**src/rtl/arb_pkg.sv**
```systemverilog
// arb_pkg: state encoding and operation codes shared by the memory arbiter.
package arb_pkg;
    localparam logic [1:0] IDLE  = 2'b00;
    localparam logic [1:0] GNT_I = 2'b01;
    localparam logic [1:0] GNT_D = 2'b10;
    localparam logic OP_RD = 1'b0;
    localparam logic OP_WR = 1'b1;
endpackage

```
**src/rtl/mem_arbiter_if.sv**
```systemverilog
// mem_arbiter_if: fetch, memory-stage and mem_system signals seen by the arbiter.
interface mem_arbiter_if;
    logic        i_rd, i_cancel, d_rd, d_wr, mem_done, mem_err;
    logic [15:0] i_addr, d_addr, d_wdata, mem_dataout;
    logic [15:0] mem_addr, mem_datain, i_instr, d_rdata;
    logic        mem_rd, mem_wr, i_done, i_stall, i_err, d_done, d_stall, d_err;
    modport master (
        input  i_rd, i_addr, i_cancel, d_rd, d_wr, d_addr, d_wdata, mem_dataout, mem_done, mem_err,
        output mem_addr, mem_datain, mem_rd, mem_wr, i_instr, i_done, i_stall, i_err,
               d_rdata, d_done, d_stall, d_err
    );
    modport slave (
        output i_rd, i_addr, i_cancel, d_rd, d_wr, d_addr, d_wdata, mem_dataout, mem_done, mem_err,
        input  mem_addr, mem_datain, mem_rd, mem_wr, i_instr, i_done, i_stall, i_err,
               d_rdata, d_done, d_stall, d_err
    );
endinterface

```
**src/rtl/arb_starve_cnt.sv**
```systemverilog
// arb_starve_cnt: saturating count of D grants taken while a fetch is waiting.
module arb_starve_cnt #(parameter int MAX = 4) (
    input  logic clk,
    input  logic rst,
    input  logic inc,
    input  logic clr,
    output logic at_max
);
    localparam int W = $clog2(MAX + 1);
    logic [W-1:0] cnt;
    always_ff @(posedge clk or negedge rst)
        if (!rst) cnt <= '0;
        else if (clr) cnt <= '0;
        else if (inc && !at_max) cnt <= cnt + 1'b1;
    assign at_max = cnt == W'(MAX);
endmodule

```
**src/rtl/mem_arbiter.sv**
```systemverilog
// mem_arbiter: shares one mem_system between fetch (read-only) and memory stage,
// D-side first, with a starvation bound forcing periodic fetch grants.
module mem_arbiter import arb_pkg::*; #(parameter int STARVE_MAX = 4) (
    input logic         clk,
    input logic         rst,
    mem_arbiter_if.master bus
);
    logic [1:0]  state;
    logic [15:0] lat_addr, lat_wdata;
    logic        lat_op, drop, at_max, d_req, grant_d, grant_i;
    assign d_req   = bus.d_rd | bus.d_wr;
    assign grant_d = (state == IDLE) & d_req & (~bus.i_rd | ~at_max);
    assign grant_i = (state == IDLE) & ~grant_d & bus.i_rd;
    arb_starve_cnt #(.MAX(STARVE_MAX)) u_starve (
        .clk(clk),
        .rst(rst),
        .inc(grant_d & bus.i_rd),
        .clr(grant_i | ((state == IDLE) & ~bus.i_rd)),
        .at_max(at_max)
    );
    always_ff @(posedge clk or negedge rst)
        if (!rst) begin
            state     <= IDLE;
            lat_addr  <= '0;
            lat_wdata <= '0;
            lat_op    <= OP_RD;
            drop      <= 1'b0;
        end else begin
            if (grant_d) begin
                state     <= GNT_D;
                lat_addr  <= bus.d_addr;
                lat_wdata <= bus.d_wdata;
                lat_op    <= bus.d_wr ? OP_WR : OP_RD;
            end else if (grant_i) begin
                state     <= GNT_I;
                lat_addr  <= bus.i_addr;
                lat_wdata <= '0;
                lat_op    <= OP_RD;
            end else if (state != IDLE && bus.mem_done) state <= IDLE;
            // a cancelled fetch stays dropped until its memory op finishes
            drop <= (state == GNT_I) & ~bus.mem_done & (drop | bus.i_cancel);
        end
    assign bus.mem_addr   = lat_addr;
    assign bus.mem_datain = lat_wdata;
    assign bus.mem_rd     = (state == GNT_I) | ((state == GNT_D) & (lat_op == OP_RD));
    assign bus.mem_wr     = (state == GNT_D) & (lat_op == OP_WR);
    assign bus.i_done     = (state == GNT_I) & bus.mem_done & ~drop & ~bus.i_cancel;
    assign bus.d_done     = (state == GNT_D) & bus.mem_done;
    assign bus.i_instr    = bus.i_done ? bus.mem_dataout : '0;
    assign bus.d_rdata    = bus.d_done ? bus.mem_dataout : '0;
    assign bus.i_stall    = rst & bus.i_rd & ~bus.i_done;
    assign bus.d_stall    = rst & d_req & ~bus.d_done;
    assign bus.i_err      = (state == GNT_I) & bus.mem_err;
    assign bus.d_err      = (state == GNT_D) & bus.mem_err;
endmodule

```
**src/flat_wrapper.sv**
```systemverilog
// flat-port wrapper written by rule: the top's interface ports become plain ports
module mem_arbiter_flat import arb_pkg::*;
#(parameter int STARVE_MAX = 4)
  (clk, rst, bus_i_rd, bus_i_addr, bus_i_cancel, bus_d_rd, bus_d_wr, bus_d_addr, bus_d_wdata, bus_mem_dataout, bus_mem_done, bus_mem_err, bus_mem_addr, bus_mem_datain, bus_mem_rd, bus_mem_wr, bus_i_instr, bus_i_done, bus_i_stall, bus_i_err, bus_d_rdata, bus_d_done, bus_d_stall, bus_d_err);
  mem_arbiter_if bus_i ();
  input logic clk;
  input logic rst;
  input wire logic [$bits(bus_i.i_rd)-1:0] bus_i_rd;
  input wire logic [$bits(bus_i.i_addr)-1:0] bus_i_addr;
  input wire logic [$bits(bus_i.i_cancel)-1:0] bus_i_cancel;
  input wire logic [$bits(bus_i.d_rd)-1:0] bus_d_rd;
  input wire logic [$bits(bus_i.d_wr)-1:0] bus_d_wr;
  input wire logic [$bits(bus_i.d_addr)-1:0] bus_d_addr;
  input wire logic [$bits(bus_i.d_wdata)-1:0] bus_d_wdata;
  input wire logic [$bits(bus_i.mem_dataout)-1:0] bus_mem_dataout;
  input wire logic [$bits(bus_i.mem_done)-1:0] bus_mem_done;
  input wire logic [$bits(bus_i.mem_err)-1:0] bus_mem_err;
  output wire logic [$bits(bus_i.mem_addr)-1:0] bus_mem_addr;
  output wire logic [$bits(bus_i.mem_datain)-1:0] bus_mem_datain;
  output wire logic [$bits(bus_i.mem_rd)-1:0] bus_mem_rd;
  output wire logic [$bits(bus_i.mem_wr)-1:0] bus_mem_wr;
  output wire logic [$bits(bus_i.i_instr)-1:0] bus_i_instr;
  output wire logic [$bits(bus_i.i_done)-1:0] bus_i_done;
  output wire logic [$bits(bus_i.i_stall)-1:0] bus_i_stall;
  output wire logic [$bits(bus_i.i_err)-1:0] bus_i_err;
  output wire logic [$bits(bus_i.d_rdata)-1:0] bus_d_rdata;
  output wire logic [$bits(bus_i.d_done)-1:0] bus_d_done;
  output wire logic [$bits(bus_i.d_stall)-1:0] bus_d_stall;
  output wire logic [$bits(bus_i.d_err)-1:0] bus_d_err;
  assign bus_i.i_rd = bus_i_rd;
  assign bus_i.i_addr = bus_i_addr;
  assign bus_i.i_cancel = bus_i_cancel;
  assign bus_i.d_rd = bus_d_rd;
  assign bus_i.d_wr = bus_d_wr;
  assign bus_i.d_addr = bus_d_addr;
  assign bus_i.d_wdata = bus_d_wdata;
  assign bus_i.mem_dataout = bus_mem_dataout;
  assign bus_i.mem_done = bus_mem_done;
  assign bus_i.mem_err = bus_mem_err;
  assign bus_mem_addr = bus_i.mem_addr;
  assign bus_mem_datain = bus_i.mem_datain;
  assign bus_mem_rd = bus_i.mem_rd;
  assign bus_mem_wr = bus_i.mem_wr;
  assign bus_i_instr = bus_i.i_instr;
  assign bus_i_done = bus_i.i_done;
  assign bus_i_stall = bus_i.i_stall;
  assign bus_i_err = bus_i.i_err;
  assign bus_d_rdata = bus_i.d_rdata;
  assign bus_d_done = bus_i.d_done;
  assign bus_d_stall = bus_i.d_stall;
  assign bus_d_err = bus_i.d_err;
  mem_arbiter #(.STARVE_MAX(STARVE_MAX)) u_core (.clk(clk), .rst(rst), .bus(bus_i));
endmodule
```
**config.mk**
```make
export PLATFORM = sky130hd
export DESIGN_NAME = mem_arbiter_flat
export DESIGN_NICKNAME = d
export VERILOG_FILES = /design/src/rtl/arb_pkg.sv /design/src/rtl/mem_arbiter_if.sv /design/src/rtl/arb_starve_cnt.sv /design/src/rtl/mem_arbiter.sv /design/src/flat_wrapper.sv
export SDC_FILE = /design/constraint.sdc
export NUM_CORES = 1
export LEC_CHECK = 0
export ABC_CLOCK_PERIOD_IN_PS = 4850
export BUFFER_PORTS_ARGS = -buffer_cell sky130_fd_sc_hd__buf_2
export CORE_AREA = 2 2 75 77
export CTS_CLUSTER_SIZE = 30
export DETAILED_ROUTE_END_ITERATION = 6
export DIE_AREA = 0 0 77 79
export PLACE_DENSITY = 0.8
export REMOVE_ABC_BUFFERS = 1
export SETUP_SLACK_MARGIN = 0.5
export SYNTH_ARGS = -nofsm -noshare
export SYNTH_HDL_FRONTEND = slang
export SYNTH_SLANG_ARGS = --single-unit
export TNS_END_PERCENT = 20
```
**constraint.sdc**
```tcl
create_clock -name clk -period 4.85 [get_ports clk]
set_input_delay 0 -clock clk [delete_from_list [all_inputs] [get_ports clk]]
set_output_delay 0 -clock clk [all_outputs]
set_load 0.01 [all_outputs]
```
Yosys cells after proc, flatten, opt, wreduce, memory -nomap -nowiden. Cells that the tools add are included.

Bitwise logic cells: 34. Equality and inequality tests: 3. Reduce and logical (&&, ||, !) cells: 8. Mux-type cells: 14. $add $sub $neg: 1.

Operators by type and width (number): 16-bit 2-to-1 mux (6); 1-bit bitwise AND (20); 1-bit NOT (9); 2-bit 2-to-1 mux (3); 3-bit 2-to-1 mux (2); 2-bit nonzero test (3); 1-bit OR (5); 3-bit by 1-bit adder with 3-bit output, second input constant (1); 3-bit equality test, second input constant (1); 1-bit 2-to-1 mux (3); 3-bit nonzero test (1); 2-bit by 1-bit equality test with 1-bit output, second input constant (1); 2-bit equality test, second input constant (1); 1-bit logical AND (2); 2-bit zero test (1); 1-bit zero test (1).

Output and inout bits: 72. Register bits after elaboration: 39. Logic and storage cells: 66. Input port bits: 72.

Logic depth before layout (Yosys ltp).
Depth after elaboration: 9. Gate-level depth with buffers: 7. Gate-level depth less buffers: 5.

Modules after synthesis. A second synthesis with hierarchy kept.

Cell total of the unflattened synthesis: 193. Area total of the unflattened synthesis: 2045.7 um^2.

Modules (own cells, without submodules): mem_arbiter (cells each 175, times used 1, area an instance 1848.0 um^2); arb_starve_cnt (cells each 18, times used 1, area an instance 197.7 um^2).

Worst setup path before layout. Ideal clock, no wire load.

Path kind: reg-to-reg. Start point: register u_core.u_starve.cnt[0]. End point: register u_core.lat_addr[5] (netlist: u_core.bus.mem_addr[5]). Stages on the path, launching flop included: 8. Setup time: 0.126 ns. Arrival: 1.395 ns. Path buffers: 2. Slack: 3.329 ns. Cell sequence: dfrtp_1 -> inv_1 -> ha_1 -> and3_1 -> buf_6 -> nor3_4 -> buf_6 -> a221o_1.

Word-level cells in the longest chain between the ends: 8. Elaborated cells on any way between the ends: 9.

RTL lines: from (decl) (RTL line arb_starve_cnt.sv:10) `logic [W-1:0] cnt;`; from (signal assigned) (RTL line arb_starve_cnt.sv:14) `else if (inc && !at_max) cnt <= cnt + 1'b1;`; 3-bit equality test * (RTL line arb_starve_cnt.sv:15) `assign at_max = cnt == W'(MAX);`; 1-bit NOT * (RTL line mem_arbiter.sv:12) `assign grant_d = (state == IDLE) & d_req & (~bus.i_rd | ~at_max);`; 1-bit OR * (RTL line mem_arbiter.sv:12); 1-bit bitwise AND * (RTL line mem_arbiter.sv:12); 1-bit NOT (RTL line mem_arbiter.sv:13) `assign grant_i = (state == IDLE) & ~grant_d & bus.i_rd;`; 1-bit bitwise AND (2 in a row) (RTL line mem_arbiter.sv:13); 2-bit nonzero test (no source line); to (signal assigned) (RTL line mem_arbiter.sv:31) `lat_addr <= bus.d_addr;`; to (signal assigned) (RTL line mem_arbiter.sv:36) `lat_addr <= bus.i_addr;`; to (decl) (RTL line mem_arbiter.sv:9) `logic [15:0] lat_addr, lat_wdata;`.

Every way passes the cells marked *; elsewhere a longest branch is shown, timed or not. A chain may end at the register's enable or synchronous reset.

Final worst setup path.
Start point: register u_core.u_starve.cnt[0]. End point: register u_core.lat_addr[1] (netlist: u_core.bus.mem_addr[1]).

The elaborated chain is that of the path after synthesis.

==> impl_results.md <==
* Root Driver: clkbuf_8
* Gr ovfl total at 0
* CTS buffer count at 5
* Crit-path cells: inv_1 > ha_1 > and3_1 > nor3_4 > a221o_1 > dlygate4sd3_1
* Leakage power at 1.79 nW
* Average cell area after synthesis at approximately 11 sq um
* Clock skew at roughly 0.0022 ns
* P_sw at 0.629 mW
* CP peak stage delay at 0.88 ns
* Setup TNS at 0 ns
* Register area at just under 1000 sq um
* Initial antenna violation count at 0
* Int Power at 1.09 mW
* GR Util met1 at 0.246
* Final setup vio count at 0
* Final WL at a little over 6000 microns
* Placed instance area at between 2000 and 3000 sq um
* Crit path max fanout at 31
* Clk pwr share at 0.160
* Peak VDD IR at about 0.32 mV
* CTS max path bufs at 2
* Multi-input gate area at roughly 940 sq um
* DPL Wire Length at slightly below 4000 microns
* Unrepaired setup endpoints after global routing: false
* Hold crit path type: input pin to register
* M2 GR Usage at 0.363
* CTS clk-pin slew, worst paths at approximately 0.07 ns
* Slew @ Worst Pin at ~1.1 ns
* Antenna diodes at 0
* Synth Register Bits at 39
* Fin. max-slew vios at 0
* Vias at 2172
* Final period util at 0.557
* Residual DRC at 0
* CTS H-tree depth at 2
* Post-route ant nets at 0
* Finished Layout Cells at 438
* Initial core utilization at 0.388
* Share of cells above drive strength 1 at 0.445
* Crit Path Category: register to register
* DR vias/cell at a little under 5
* Synthesized instance count at approximately 190
* Final critical-path required period at between 2 and 3 ns
* Commonest non-fill, non-tap cell in the layout: buf_2
* Clock sinks at 39
* Die width at roughly 77 microns
* P&R area growth vs syn at 59.0%
* DR iter-0 viols at about 80
* Pin count of the biggest net entering global routing at 42
* Combinational power share at 0.512
* CP endpoint kind: register
* Pre-antenna DRT Iters at 4
* First-pass GRT wire length at between 9000 and 10000 microns
* Max cap viols at 0
* Post-route setup slack at between 2 and 2.5 ns
* Core Area at approximately 5300 sq um
* Final Hold Fails at 0
* Share of the yosys chip area belonging to registers at 0.471
* DIE AREA at 6080 sq um
* Number of cell rows at 27
* CTS tree: yes
* Synth warn at 0
* Outcome: completed
* F_max at ~0.37 GHz
* Cell area after layout at roughly 3300 sq um
* Die Y at slightly below 80 microns
* Max-slew headroom at 0.232
* Core Util, Final at 0.618
* Top-Level Pins at between 100 and 150
* Avg WL per Cell at 14.2 microns
* Clk_lat worst skew at 0.28 ns
* GRT Util Overall at 0.203
* Placed Cells incl. Taps at a little under 400
* Crit path DAT at just under 3 ns
* Worst path slowest cell: nor3_4
* Distinct cells, synth at 34
* Mapped cell area at 2070 sq um
* Fin nets at about 440
* Critical Path RT at 5.07 ns
* Fill count at 465
* GPL Wtd Cong at ~0.80
* Startpoint class of the critical path: register
* Gr busiest metal: met2
* Number of global-route vias before repair at between 2000 and 2500
* Post-CTS setup buffers at 0
* Met3 global-route usage at 0.0466
* Most frequent cells in the layout: buf_2, dlygate4sd3_1, dfrtp_1, and2_1, and3_1
* Port Buffers at ~140
* Flop pwr share at 0.329
* Sw frac at 0.366
* Dpl ws at roughly 2.7 ns
* Pwr dens at ~520 nW/um^2
stage by stage:
stage,power (mW),hold slack (ns)
final,1.72,0.0104
after detailed placement,1.34,0.0925
after global placement,1.31,0.0814
after global routing,1.84,0.0273
after floorplan,1.03,-0.296
after CTS,1.72,0.00799
power groups by stage:
stage	logic (mW)	registers, mW	clock network, mW
after floorplan	0.412	0.615	0
after global placement	0.751	0.561	0
after detailed placement	0.777	0.559	0
after CTS	0.882	0.561	0.281
after global routing	0.962	0.580	0.297
final	0.879	0.565	0.274
worst paths after layout:
| path | startpoint | end | slack [ns] | cells past startpoint |
|---|---|---|---|---|
| max reg2reg | u_core.u_starve.cnt[0] | u_core.bus.mem_addr[1] | 2.15 | 6 |
| min reg2reg | u_core.bus.mem_datain[9] | u_core.bus.mem_datain[9] | 0.50 | 1 |
| min | bus_i_cancel | u_core.drop | 0.01 | 3 |
| min in group asynchronous | rst | u_core.bus.mem_datain[1] | 0.29 | 3 |
| max in group asynchronous | rst | u_core.bus.mem_addr[12] | 4.20 | 3 |
| max | u_core.u_starve.cnt[0] | u_core.bus.mem_addr[1] | 2.15 | 6 |
state kept, by name (all words and copies together) (netlist names):
register / cells
u_core.bus.mem_addr: 16
u_core.bus.mem_datain: 16
u_core.u_starve.cnt: 3
u_core.state: 2
u_core.drop: 1
u_core.lat_op: 1
metal layers:
| layer | wire length, microns | vias to the layer above |
|---|---|---|
| li1 | - | 1046 |
| met1 | 2560 | 1025 |
| met2 | 3190 | 87 |
| met3 | 345 | 14 |
| met4 | 103 | 0 |
| met5 | 0 | - |
cells in the mapped netlist, drive strengths merged:
cell type	instances	area, sq um
dfrtp	39	976
and2	20	125
and3	18	113
a22o	17	149
buf	13	123
a21boi	12	113
a221o	12	120
inv	6	22.5
nand2	6	30.0
nor2	6	25.0
nor3	6	41.3
a2111oi	4	35.0
a21oi	4	20.0
clkbuf	4	15.0
nor4	4	25.0
ha	2	25.0
nor2b	2	12.5
o21ai	2	10.0
or2	2	15.0
or3	2	12.5
a211oi	1	20.0
a31oi	1	6.26
a32o	1	10.0
mux2i	1	10.0
nand4	1	6.26
o22ai	1	6.26
o31ai	1	7.51
worst max-delay path: cells and delay by family (launching register included):
family,cells,cell delay [ns]
simple gates,2,1.12
buf+inv,2,0.62
fa+ha+maj,1,0.21
compound gates,1,0.28
flops,1,0.39
final cells by class:
type,instances,share of cell area
Sequential cell,39,0.296
Inverter,6,0.00683
Tap cell,72,0.0273
Clock buffer,6,0.0250
Timing Repair Buffer,187,0.350
Multi-Input combinational cell,126,0.284
Clock inverter,2,0.0106
kinds of logic after synthesis:
| group | Yosys count | share of synthesized area |
|---|---|---|
| DFF | 39 | 0.471 |
| buffers and inverters | 23 | 0.0772 |
| muxes | 1 | 0.00483 |
| adders and majority gates | 2 | 0.0121 |
| and+or+nand+nor | 67 | 0.196 |
| AOI/OAI and AO/OA | 56 | 0.240 |
repair_timing:
action | 4_1_cts | 5_1_grt
hold endpoints to repair | 69 | 0
resized for setup | 0 | 0
endpoints found under the setup margin | 0 | 0
hold buffers | 43 | 0
Power figures use the tool's default switching activity.
